`config.mk`:
```
export PLATFORM = sky130hd
export DESIGN_NAME = down_count_timer
export DESIGN_NICKNAME = d
export VERILOG_FILES = /design/src/rtl/down_count_timer.sv
export SDC_FILE = /design/constraint.sdc
export NUM_CORES = 1
export LEC_CHECK = 0
export ABC_AREA = 1
export CAP_MARGIN = 20
export CORE_ASPECT_RATIO = 1.25
export CORE_MARGIN = 2
export CORE_UTILIZATION = 43
export DETAILED_ROUTE_END_ITERATION = 10
export GPL_TIMING_DRIVEN = 0
export PLACE_DENSITY = 0.73
export SLEW_MARGIN = 30
export SYNTH_ARGS = -nofsm -noshare
export SYNTH_HDL_FRONTEND = slang
export SYNTH_SLANG_ARGS = --single-unit
```
`constraint.sdc`:
```
create_clock -name Clock -period 1.1 [get_ports Clock]
set_input_delay 0.22 -clock Clock [delete_from_list [all_inputs] [get_ports Clock]]
set_output_delay 0.22 -clock Clock [all_outputs]
set_load 0.01 [all_outputs]
```
`src/rtl/down_count_timer.sv`:
```
// Loadable modulo down-counter with IDLE/RUN/PAUSED/DONE control and a terminal-count pulse.
// Define DOWN_COUNT_TIMER_AUTO_RELOAD_EN to reload and keep running at terminal count instead of stopping in DONE.
module down_count_timer #(
    parameter int N = 5,
    parameter int K = 20
) (
    input  logic         Clock,
    input  logic         Reset_n,
    input  logic         Load,
    input  logic [N-1:0] Din,
    input  logic         Start,
    input  logic         Pause,
    output logic [N-1:0] Q,
    output logic         Busy,
    output logic         Done,
    output logic         Tc
);

    typedef enum logic [1:0] {
        IDLE   = 2'd0,
        RUN    = 2'd1,
        PAUSED = 2'd2,
        DONE   = 2'd3
    } state_t;

    localparam logic [N-1:0] K_VAL = N'(K);
    localparam logic [N-1:0] ONE   = N'(1);
    localparam logic [N-1:0] ZERO  = '0;

    state_t         state_q, state_d;
    logic [N-1:0]   q_q, q_d;
    logic [N-1:0]   r_q, r_d;
    logic           tc_q, tc_d;
    logic [N-1:0]   load_val;
    logic           go;

    assign load_val = (Din > K_VAL) ? K_VAL : Din;
    assign go       = Start && !Pause;

    // Load overrides everything; otherwise Pause beats Start, and Q==0 preempts the decrement.
    always_comb begin
        state_d = state_q;
        q_d     = q_q;
        r_d     = r_q;
        tc_d    = 1'b0;
        if (Load) begin
            q_d     = load_val;
            r_d     = load_val;
            state_d = IDLE;
        end else begin
            case (state_q)
                IDLE: begin
                    if (go)
                        state_d = RUN;
                end
                RUN: begin
                    if (Pause) begin
                        state_d = PAUSED;
                    end else if (q_q != ZERO) begin
                        q_d = q_q - ONE;
                    end else begin
                        tc_d = 1'b1;
`ifdef DOWN_COUNT_TIMER_AUTO_RELOAD_EN
                        q_d = r_q;
`else
                        state_d = DONE;
`endif
                    end
                end
                PAUSED: begin
                    if (go)
                        state_d = RUN;
                end
                DONE: begin
                    if (go) begin
                        q_d     = r_q;
                        state_d = RUN;
                    end
                end
                default: state_d = IDLE;
            endcase
        end
    end

    always_ff @(posedge Clock or negedge Reset_n) begin
        if (!Reset_n) begin
            state_q <= IDLE;
            q_q     <= K_VAL;
            r_q     <= K_VAL;
            tc_q    <= 1'b0;
        end else begin
            state_q <= state_d;
            q_q     <= q_d;
            r_q     <= r_d;
            tc_q    <= tc_d;
        end
    end

    assign Q    = q_q;
    assign Tc   = tc_q;
    assign Busy = (state_q == RUN);
    assign Done = (state_q == DONE);

endmodule

```
==> results by group, run 1 <==
Outcome
  • Status: finished, violations left
  • Failing checks: setup timing

Drt
  • Pre-antenna DRT Iters: 4
  • WL/cell: 10.44 um
  • Routed wire length: 1722 um
  • Via count: 798
  • Vias per cell: 4.836
  • # DRC: 0
  • Antenna Nets Post-Route: 0
  • Initial DRC count: 14

Setup path
  • R2R depth: 8
  • Buf+Inv Stages, Crit Path: 2
  • Delay of the slowest critical-path stage: 0.39 ns
  • Worst Path Arrival: 1.45 ns
  • CP dominant cell by count: nand2_1
  • Worst R2R Start: Q[0]$_DFFE_PN0P_
  • CP Launch Type: flip-flop
  • CP max FO: 6
  • Critical-path cell list: buf_6, inv_4, ha_4, nand4_1, nand2_2, nand2_4, nand2_1, nand2_1
  • Required time worst endpoint: 1.27 ns
  • Slowest-stage cell, CP: dfrtp_1
  • R2R setup slack: -0.18 ns
  • Critical Path Sink Type: flip-flop
  • Crit Path Class: reg2reg
  • CP top delay family: simple AND/OR/NAND/NOR gates
  • Reg-to-reg endpoint: Q[3]$_DFFE_PN0P_

Floorplan
  • I/O Pins: 18
  • Die ar.: 2239 um^2
  • Row count: 17
  • Core ar.: 1765 um^2
  • Die width: 42.72 um
  • Die height: 52.40 um
  • Initial Util: 0.4564

Timing
  • Fmax: 781.5 MHz
  • Clk_skew: 0.003048 ns
  • Final Cycle Share: 1.163
  • Worst hold slack: 0.2344 ns
  • Setup ws final: -0.1796 ns
  • Unrepaired setup endpoints after global routing: true
  • Final Hold Fails: 0
  • Slew headroom: 0.5960
  • Max-slew violation count: 0
  • Worst-Margin Slew: 0.6042 ns
  • Finish-stage setup viols: 12
  • Period minus WS final: 1.280 ns

Logic synthesis
  • Synth cell types: 20
  • Avg Cell Area, Syn: 7.068 um^2
  • Ys Warns: 0
  • Post-synthesis cell count: 114
  • Register area share after synthesis: 0.4099
  • Mapped cell area: 805.8 um^2
  • FF+latch count, synth: 13
  • Synthesized net count: 125

Clocking
  • Post-CTS Hold Buffers: 0
  • Clock Latency Late Sink: 0.27 ns
  • CTS clk-pin slew, worst paths: 0.08 ns
  • Cts bufs inserted: 3
  • Maximum clock path buffer count: 2
  • Clock Sinks: 13
  • Clock Tree Root: clkbuf_4
  • H-tree depth: 1
  • CTS tree: yes

Cells and area
  • Layout cell share with drive strength beyond 1: 0.3356
  • Nets: 158
  • Multi-input gate area: 440.4 um^2
  • Antenna diodes: 0
  • Area grow syn2layout: 44.72%
  • Register Area: 331.6 um^2
  • Fillers: 170

Power
  • Switching power: 862.8 uW
  • Clk pwr share: 0.134
  • Internal: 1.348 mW
  • Sequential power share: 0.302
  • Sw Share: 0.3903
  • Comb power frac: 0.564
  • Leakage: 0.6101 nW
  • Power per cell area: 1896 nW/um^2
  • VDD IR-drop max: 0.9381 mV

Global route
  • Largest net degree at the start of global routing: 14
  • Vias in the first global route: 753
  • Global-route wire length before repair: 3098 um
  • Initial antenna violation count: 0
  • GR Overflow Total: 0
  • Tot GR Track Use: 0.1812

Hold path
  • Endpoint of the worst hold path: r_q[3]$_DFFE_PN0P_
  • Worst hold path class: in2reg
  • Hold path depth: 2
  • Hold path start: Load

Flow run
  • Max-cap violation count: 0

Place
  • Dpl ws: -0.3823 ns
  • Port bufs: 16
  • GP Congestion: 0.7189
  • Detailed placer's ending HPWL: 1237 um
[synth_stat cells]
master,count,share of area
inv_1,17,0.079
nand3_1,9,0.056
nand4_1,1,0.0078
a21oi_1,2,0.012
nand2_2,3,0.023
nor2_1,6,0.028
ha_1,1,0.016
dfstp_2,4,0.13
o21ai_1,2,0.012
buf_4,2,0.019
nor3_1,1,0.0062
inv_2,1,0.0047
nand2_1,42,0.20
nand2_4,1,0.014
nand3_2,1,0.012
o21ai_0,6,0.037
o21ai_2,1,0.011
nor2_4,2,0.028
o211ai_1,3,0.028
dfrtp_1,9,0.28
[routing by layer]
layer | up-vias | share of wire | wire (um) | global-route usage
li1 | 424 | - | - | -
met1 | 354 | 0.45 | 782 | 0.2343
met2 | 16 | 0.49 | 851 | 0.3030
met3 | 4 | 0.030 | 52 | 0.01034
met4 | 0 | 0.020 | 35 | 0.09375
met5 | - | 0 | 0 | 0
[power by group through the flow]
stage                     Sequential (mW)  Combinational (mW)  Clock, mW
after detailed placement            0.722               0.891          0
after CTS                           0.663                1.24      0.302
after floorplan                     0.735               0.559          0
final                               0.667                1.25      0.296
after global placement              0.720               0.876          0
after global routing                0.684                1.39      0.313
[flip-flops by register name, indices dropped and copies added (netlist names)]
| signal | flops |
|---|---|
| Q | 5 |
| Tc | 1 |
| r_q | 5 |
| state_q | 2 |
[per-stage QoR]
step	cells	area [um^2]	TNS (ns)	util	power, mW
floorplan	114	818.3	-0.4210	-	1.295
global route	165	1166	-2.255	0.6605	2.391
finish	165	1166	-1.599	0.6605	2.211
global placement	149	1002	-3.194	0.5677	1.596
CTS	165	1164	-1.605	0.6591	2.203
detailed placement	149	1002	-3.391	0.5677	1.613
[layout make-up]
type / count / share of cell area
flip-flops and latches: 13 / 0.2843
well taps: 19 / 0.02039
clock buffers: 4 / 0.02253
plain buffers: 2 / 0.01288
multi-input cells: 81 / 0.3777
repair buffers: 28 / 0.2178
inverters: 18 / 0.06438
[worst reg2reg max path, stage by stage, from the launching register on]
cell and delay (ns):
dfrtp_1 0.39, buf_6 0.12, inv_4 0.05, ha_4 0.15, nand4_1 0.09, nand2_2 0.16, nand2_4 0.09, nand2_1 0.08
nand2_1 0.04
[cells by family (layout without fill, tap and decap cells)]
family,Yosys count,in the layout,share of synthesized area
AOI/OAI and AO/OA,14,14,0.1009
adders and majority gates,1,1,0.01553
buffers and inverters,20,52,0.1025
DFF,13,13,0.4099
and+or+nand+nor,66,66,0.3711
[worst max path at each step]
stage                           start               end  slack (ns)  cells after the start
3_3_place_gp   state_q[1]$_DFFE_PN0P_              Done       -0.39                      3
2_1_floorplan        Q[0]$_DFFE_PN0P_  Q[1]$_DFFE_PN0P_       -0.07                      7
4_1_cts              Q[0]$_DFFE_PN0P_  Q[3]$_DFFE_PN0P_       -0.17                      8
6_report             Q[0]$_DFFE_PN0P_  Q[3]$_DFFE_PN0P_       -0.18                      8
5_1_grt              Q[1]$_DFFE_PN0P_  Q[1]$_DFFE_PN0P_       -0.25                      8
3_5_place_dp   state_q[1]$_DFFE_PN0P_              Done       -0.38                      3
[what timing repair did]
item / CTS / global route
pin swaps: 8 / 1
cloned: 0 / 0
setup buffers: 12 / 0
gates resized for setup: 43 / 9
setup endpoints to repair: 16 / 15
hold endpoints to repair: 0 / 0
[cells in the final DEF (no fill, tap or decap)]
cell	instances
clkdlybuf4s50_1	8
nor2_2	1
buf_4	9
o21ai_0	5
o211ai_1	3
nor3_2	1
nor2_1	5
clkbuf_4	3
inv_1	14
inv_2	1
a21oi_2	1
inv_4	3
buf_6	9
clkbuf_2	3
ha_4	1
clkbuf_1	1
dfrtp_1	8
dfrtp_2	1
dfstp_2	4
nor2_4	2
o21ai_1	3
nand4_1	1
nand2_4	1
o21ai_2	1
nand3_2	2
nand3_1	8
nand2_1	40
buf_2	1
a21oi_1	1
nand2_8	1
nand2_2	4
No activity file was read; power rests on OpenSTA's default activity.
==> inputs of run 2 (changes only) <==
CORE_MARGIN = 4   (was 2)
==> results by group, run 2 (same netlist as run 1, synthesis figures left out) <==
Clocking
  • Clock Sinks: 13 (unchanged)
  • Maximum clock path buffer count: 2 (unchanged)
  • Cts bufs inserted: 3 (unchanged)
  • CTS clk-pin slew, worst paths: 0.09 ns (about the same)
  • Clock Tree Root: clkbuf_4
  • H-tree depth: 1 (unchanged)
  • Clock Latency Late Sink: 0.29 ns (+0.02 ns)
  • CTS tree: yes

Timing
  • Clk_skew: 0.01145 ns (+0.008406 ns)
  • Fmax: 771.4 MHz (-1.3%)
  • Unrepaired setup endpoints after global routing: true
  • Finish-stage setup viols: 13 (+1)
  • Final Hold Fails: 0 (unchanged)
  • Worst-Margin Slew: 0.5839 ns (-0.02029 ns)
  • Max-slew violation count: 0 (unchanged)
  • Setup ws final: -0.1964 ns (-0.01674 ns)
  • Slew headroom: 0.6095 (+0.01357)
  • Total negative slack: -1.629 ns (-0.02960 ns)
  • Final Cycle Share: 1.179 (+0.01522)
  • Period minus WS final: 1.296 ns (+0.01674 ns)

Hold path
  • Worst hold path class: in2reg

Power
  • Pwr Total: 2.279 mW (+3.1%)
  • Power per cell area: 1942 nW/um^2 (+2.5%)
  • VDD IR-drop max: 0.9346 mV (-0.37%)
  • Leakage: 0.6303 nW (+3.3%)

Global route
  • Initial antenna violation count: 0 (unchanged)
  • GR Overflow Total: 0 (unchanged)
  • Global-route wire length before repair: 3015 um (-2.7%)
  • Largest net degree at the start of global routing: 14 (unchanged)
  • Vias in the first global route: 731 (-2.9%)
  • Tot GR Track Use: 0.1557 (-0.02547)

Cells and area
  • Most frequent cells in the layout: nand2_1 (41), inv_1 (12), buf_4 (12)
  • Layout cell share with drive strength beyond 1: 0.3446 (+0.008978)
  • Register Area: 331.6 um^2 (unchanged)
  • Multi-input gate area: 420.4 um^2 (-4.5%)
  • Layout Cells excl Fill: 167 (+1.2%)
  • Area grow syn2layout: 45.65%
  • Most common cell after layout, fill and taps aside: nand2_1
  • Final core occ: 0.6648 (+0.004253)
  • Fillers: 168 (-1.2%)
  • Nets: 160 (+1.3%)
  • Antenna diodes: 0 (unchanged)

Setup path
  • Critical Path Sink Type: output port
  • Required time worst endpoint: 0.88 ns (-0.39 ns)
  • Crit Path Class: reg2out
  • Worst Path Arrival: 1.08 ns (-0.37 ns)
  • CP Launch Type: flip-flop
  • CP max FO: 3 (-3)

Place
  • Detailed placer's ending HPWL: 1271 um (+2.7%)
  • Port bufs: 16 (unchanged)
  • Dpl ws: -0.3737 ns (+0.008650 ns)
  • GP Congestion: 0.7977 (+11%)
  • Dpl cells: 149 (unchanged)

Drt
  • WL/cell: 10.44 um (about the same)
  • # DRC: 0 (unchanged)
  • Antenna Nets Post-Route: 0 (unchanged)
  • Vias per cell: 4.814 (-0.45%)
  • Pre-antenna DRT Iters: 4 (unchanged)
  • Routed wire length: 1744 um (+1.3%)
  • Initial DRC count: 8 (-6)
  • Via count: 804 (+0.75%)

Floorplan
  • Core ar.: 1765 um^2 (unchanged)
  • Die width: 46.72 um (+9.4%)
  • Die ar.: 2635 um^2 (+18%)
  • Initial Util: 0.4564 (unchanged)
  • Row count: 17 (unchanged)
  • I/O Pins: 18 (unchanged)
  • Die height: 56.40 um (+7.6%)

Outcome
  • Status: finished, violations left
  • Failing checks: setup timing

Flow run
  • Max-cap violation count: 0 (unchanged)
## run 2: final timing paths
check                                        from                      to  slack (ns)  cells past startpoint
setup / recovery           state_q[1]$_DFFE_PN0P_                    Busy       -0.20                      3
min in group asynchronous                 Reset_n      r_q[3]$_DFFE_PN0P_        0.29                      1
hold reg to reg                r_q[2]$_DFFE_PN1P_      r_q[2]$_DFFE_PN1P_        0.47                      2
setup reg to reg           state_q[1]$_DFFE_PN0P_        Q[0]$_DFFE_PN0P_       -0.17                      7
hold / removal                               Load      r_q[4]$_DFFE_PN1P_        0.22                      3
max in group asynchronous                 Reset_n  state_q[1]$_DFFE_PN0P_        0.39                      1
## run 2: per-stage QoR
| stage | hold slack (ns) | cell area [um^2] |
|---|---|---|
| finish | 0.2217 | 1174 |
| global route | 0.2286 | 1174 |
| CTS | 0.2257 | 1154 |
| detailed placement | 0.4591 | 1002 |
| global placement | 0.4535 | 1002 |
| floorplan | -0.07559 | 818.3 |
## run 2: worst max-delay path, cell delays in order, from the launching register on
cell,delay (ns)
dfrtp_2,0.46
nor2_4,0.13
buf_4,0.12
buf_6,0.09
## run 2: what timing repair did
action,CTS,global route
setup endpoints to repair,16,15
pin swaps,5,5
setup buffers,12,3
hold buffers,0,0
resized for setup,47,7
## run 2: layout make-up
cell class	instances	share of cell area
flip-flops and latches	13	0.2825
multi-input cells	81	0.3582
well taps	19	0.02026
plain buffers	2	0.01279
repair buffers	30	0.2367
clock inverters	1	0.004264
inverters	18	0.06610
clock buffers	3	0.01919
## run 2: where the power goes
part           internal, mW  total (mW)  switching, mW
Clock                 0.135       0.307          0.172
Combinational         0.664        1.29          0.621
Sequential            0.603       0.687         0.0843
Total                  1.40        2.28          0.877
## run 2: layer usage
layer  part of all wire  GRT usage  vias to the layer above
li1                   -          -                      426
met4              0.014    0.06324                        0
met3              0.045    0.03205                        4
met1               0.44     0.1960                      358
met5                  0          0                        -
met2               0.50     0.2500                       16
==> inputs of run 3 (changes only) <==
ABC_CLOCK_PERIOD_IN_PS = 1200   (was default)
CORE_UTILIZATION = 48   (was 43)
PLACE_DENSITY = 0.77   (was 0.73)
clock period = 1.2 ns   (was 1.1 ns; I/O delays follow)
==> results by group, run 3 (same netlist as run 1, synthesis figures left out) <==
Outcome
  • Status: finished, violations left
  • Failing checks: setup timing

Cells and area
  • Area grow syn2layout: 49.38%
  • Layout Cells excl Fill: 166 (-0.60%)
  • Antenna diodes: 0 (unchanged)
  • Layout cell share with drive strength beyond 1: 0.3446 (unchanged)
  • Most common cell after layout, fill and taps aside: nand2_1
  • Nets: 160 (unchanged)
  • Final core occ: 0.7611 (+0.09630)
  • Post-Layout Inst Area: 1204 um^2 (+2.6%)
  • Most frequent cells in the layout: nand2_1 (39), inv_1 (14), buf_4 (12)

Flow run
  • Max-cap violation count: 0 (unchanged)

Timing
  • Setup ws final: -0.1304 ns (+0.06598 ns)
  • Finish-stage setup viols: 9 (-4)
  • Max-slew violation count: 0 (unchanged)
  • Fmax: 751.7 MHz
  • Unrepaired setup endpoints after global routing: true
  • Total negative slack: -0.7797 ns (+0.8492 ns)
  • Slew headroom: 0.6128 (+0.003314)
  • Final Hold Fails: 0 (unchanged)
  • Clk_skew: 0.003001 ns (-0.008454 ns)
  • Final Cycle Share: 1.109
  • Period minus WS final: 1.330 ns
  • Worst-Margin Slew: 0.5789 ns (-0.004956 ns)

Setup path
  • Critical Path Sink Type: flip-flop
  • Worst Path Arrival: 1.51 ns (+0.43 ns)
  • CP max FO: 6 (+3)
  • Crit Path Class: reg2reg
  • Required time worst endpoint: 1.38 ns (+0.50 ns)
  • R2R depth: 8 (+1)
  • CP Launch Type: flip-flop

Clocking
  • H-tree depth: 1 (unchanged)
  • CTS tree: yes
  • Clock Sinks: 13 (unchanged)
  • CTS clk-pin slew, worst paths: 0.08 ns (about the same)
  • Post-CTS Hold Buffers: 0 (unchanged)
  • Clock Latency Late Sink: 0.28 ns (about the same)
  • Cts bufs inserted: 3 (unchanged)
  • Clock Tree Root: clkbuf_4
  • Maximum clock path buffer count: 2 (unchanged)

Global route
  • Tot GR Track Use: 0.1871 (+0.03132)
  • Initial antenna violation count: 0 (unchanged)
  • GR Overflow Total: 0 (unchanged)
  • Vias in the first global route: 763 (+4.4%)
  • Global-route wire length before repair: 3222 um (+6.9%)
  • Largest net degree at the start of global routing: 14 (unchanged)

Place
  • Dpl cells: 148 (-0.67%)
  • Post-DP Area: 1001 um^2 (-0.12%)
  • Port bufs: 16 (unchanged)
  • Detailed placer's ending HPWL: 1295 um (+1.9%)
  • GP Congestion: 0.7549 (-5.4%)

Drt
  • Initial DRC count: 12 (+4)
  • WL/cell: 11.84 um (+13%)
  • Pre-antenna DRT Iters: 4 (unchanged)
  • Antenna Nets Post-Route: 0 (unchanged)
  • # DRC: 0 (unchanged)
  • Routed wire length: 1966 um (+13%)
  • Via count: 825 (+2.6%)
  • Vias per cell: 4.970 (+3.2%)

Floorplan
  • I/O Pins: 18 (unchanged)
  • Core ar.: 1582 um^2 (-10%)
  • Die height: 53.81 um (-4.6%)
  • Die width: 44.65 um (-4.4%)
  • Row count: 16 (-1)
  • Die ar.: 2402 um^2 (-8.8%)
  • Initial Util: 0.5095 (+0.05308)

Power
  • Pwr Total: 2.128 mW (-6.7%)
  • Leakage: 0.6370 nW (+1.0%)
  • Power per cell area: 1768 nW/um^2 (-9.0%)
  • VDD IR-drop max: 1.038 mV (+11%)

Hold path
  • Worst hold path class: in2reg
  • Hold path depth: 3 (unchanged)
run 3: where the power goes:
group / switching (mW) / internal, mW
registers: 0.0859 / 0.553
logic: 0.598 / 0.615
clock network: 0.147 / 0.129
total: 0.831 / 1.30
run 3: final cells by class:
type | count | area, um^2
buffer | 2 | 15.01
tap | 18 | 22.52
fill | 129 | 377.9
clock buffer | 4 | 26.28
timing repair buffer | 30 | 286.5
sequential | 13 | 331.6
multi-input combinational | 81 | 444.2
inverter | 18 | 77.57
run 3: per-stage QoR:
step / worst slack (ns) / hold WS (ns)
after floorplan: 0.007853 / -0.05559
after global placement: -0.3045 / 0.4531
after detailed placement: -0.2954 / 0.4546
after CTS: -0.1375 / 0.2411
after global routing: -0.2215 / 0.2430
final: -0.1304 / 0.2469
run 3: critical path, stage by stage (launching register included):
cell,delay (ns)
dfrtp_1,0.40
buf_6,0.13
inv_4,0.05
ha_4,0.15
nand4_1,0.15
nand2_4,0.16
nand2_4,0.09
nand2_1,0.06
nand2_1,0.04
run 3: repair_timing:
action / CTS / global route
cloned: 0 / 0
buffers inserted: 11 / 3
gates resized for setup: 36 / 16
setup endpoints to repair: 15 / 16
pin swaps: 9 / 4
run 3: final timing paths:
kind	to	slack, ns	startpoint
min in group asynchronous	state_q[0]$_DFFE_PN0P_	0.32	Reset_n
max in group asynchronous	state_q[1]$_DFFE_PN0P_	0.47	Reset_n
hold reg to reg	r_q[4]$_DFFE_PN1P_	0.47	r_q[4]$_DFFE_PN1P_
hold / removal	r_q[2]$_DFFE_PN1P_	0.25	Load
setup reg to reg	Q[1]$_DFFE_PN0P_	-0.13	Q[0]$_DFFE_PN0P_
setup / recovery	Q[1]$_DFFE_PN0P_	-0.13	Q[0]$_DFFE_PN0P_
run 3: metal layers:
| metal | share of wire | vias to the layer above | global-route usage |
|---|---|---|---|
| met4 | 0.020 | 0 | 0.1005 |
| met5 | 0 | - | 0 |
| met3 | 0.043 | 6 | 0.02341 |
| li1 | - | 425 | - |
| met1 | 0.41 | 376 | 0.2137 |
| met2 | 0.53 | 18 | 0.3325 |
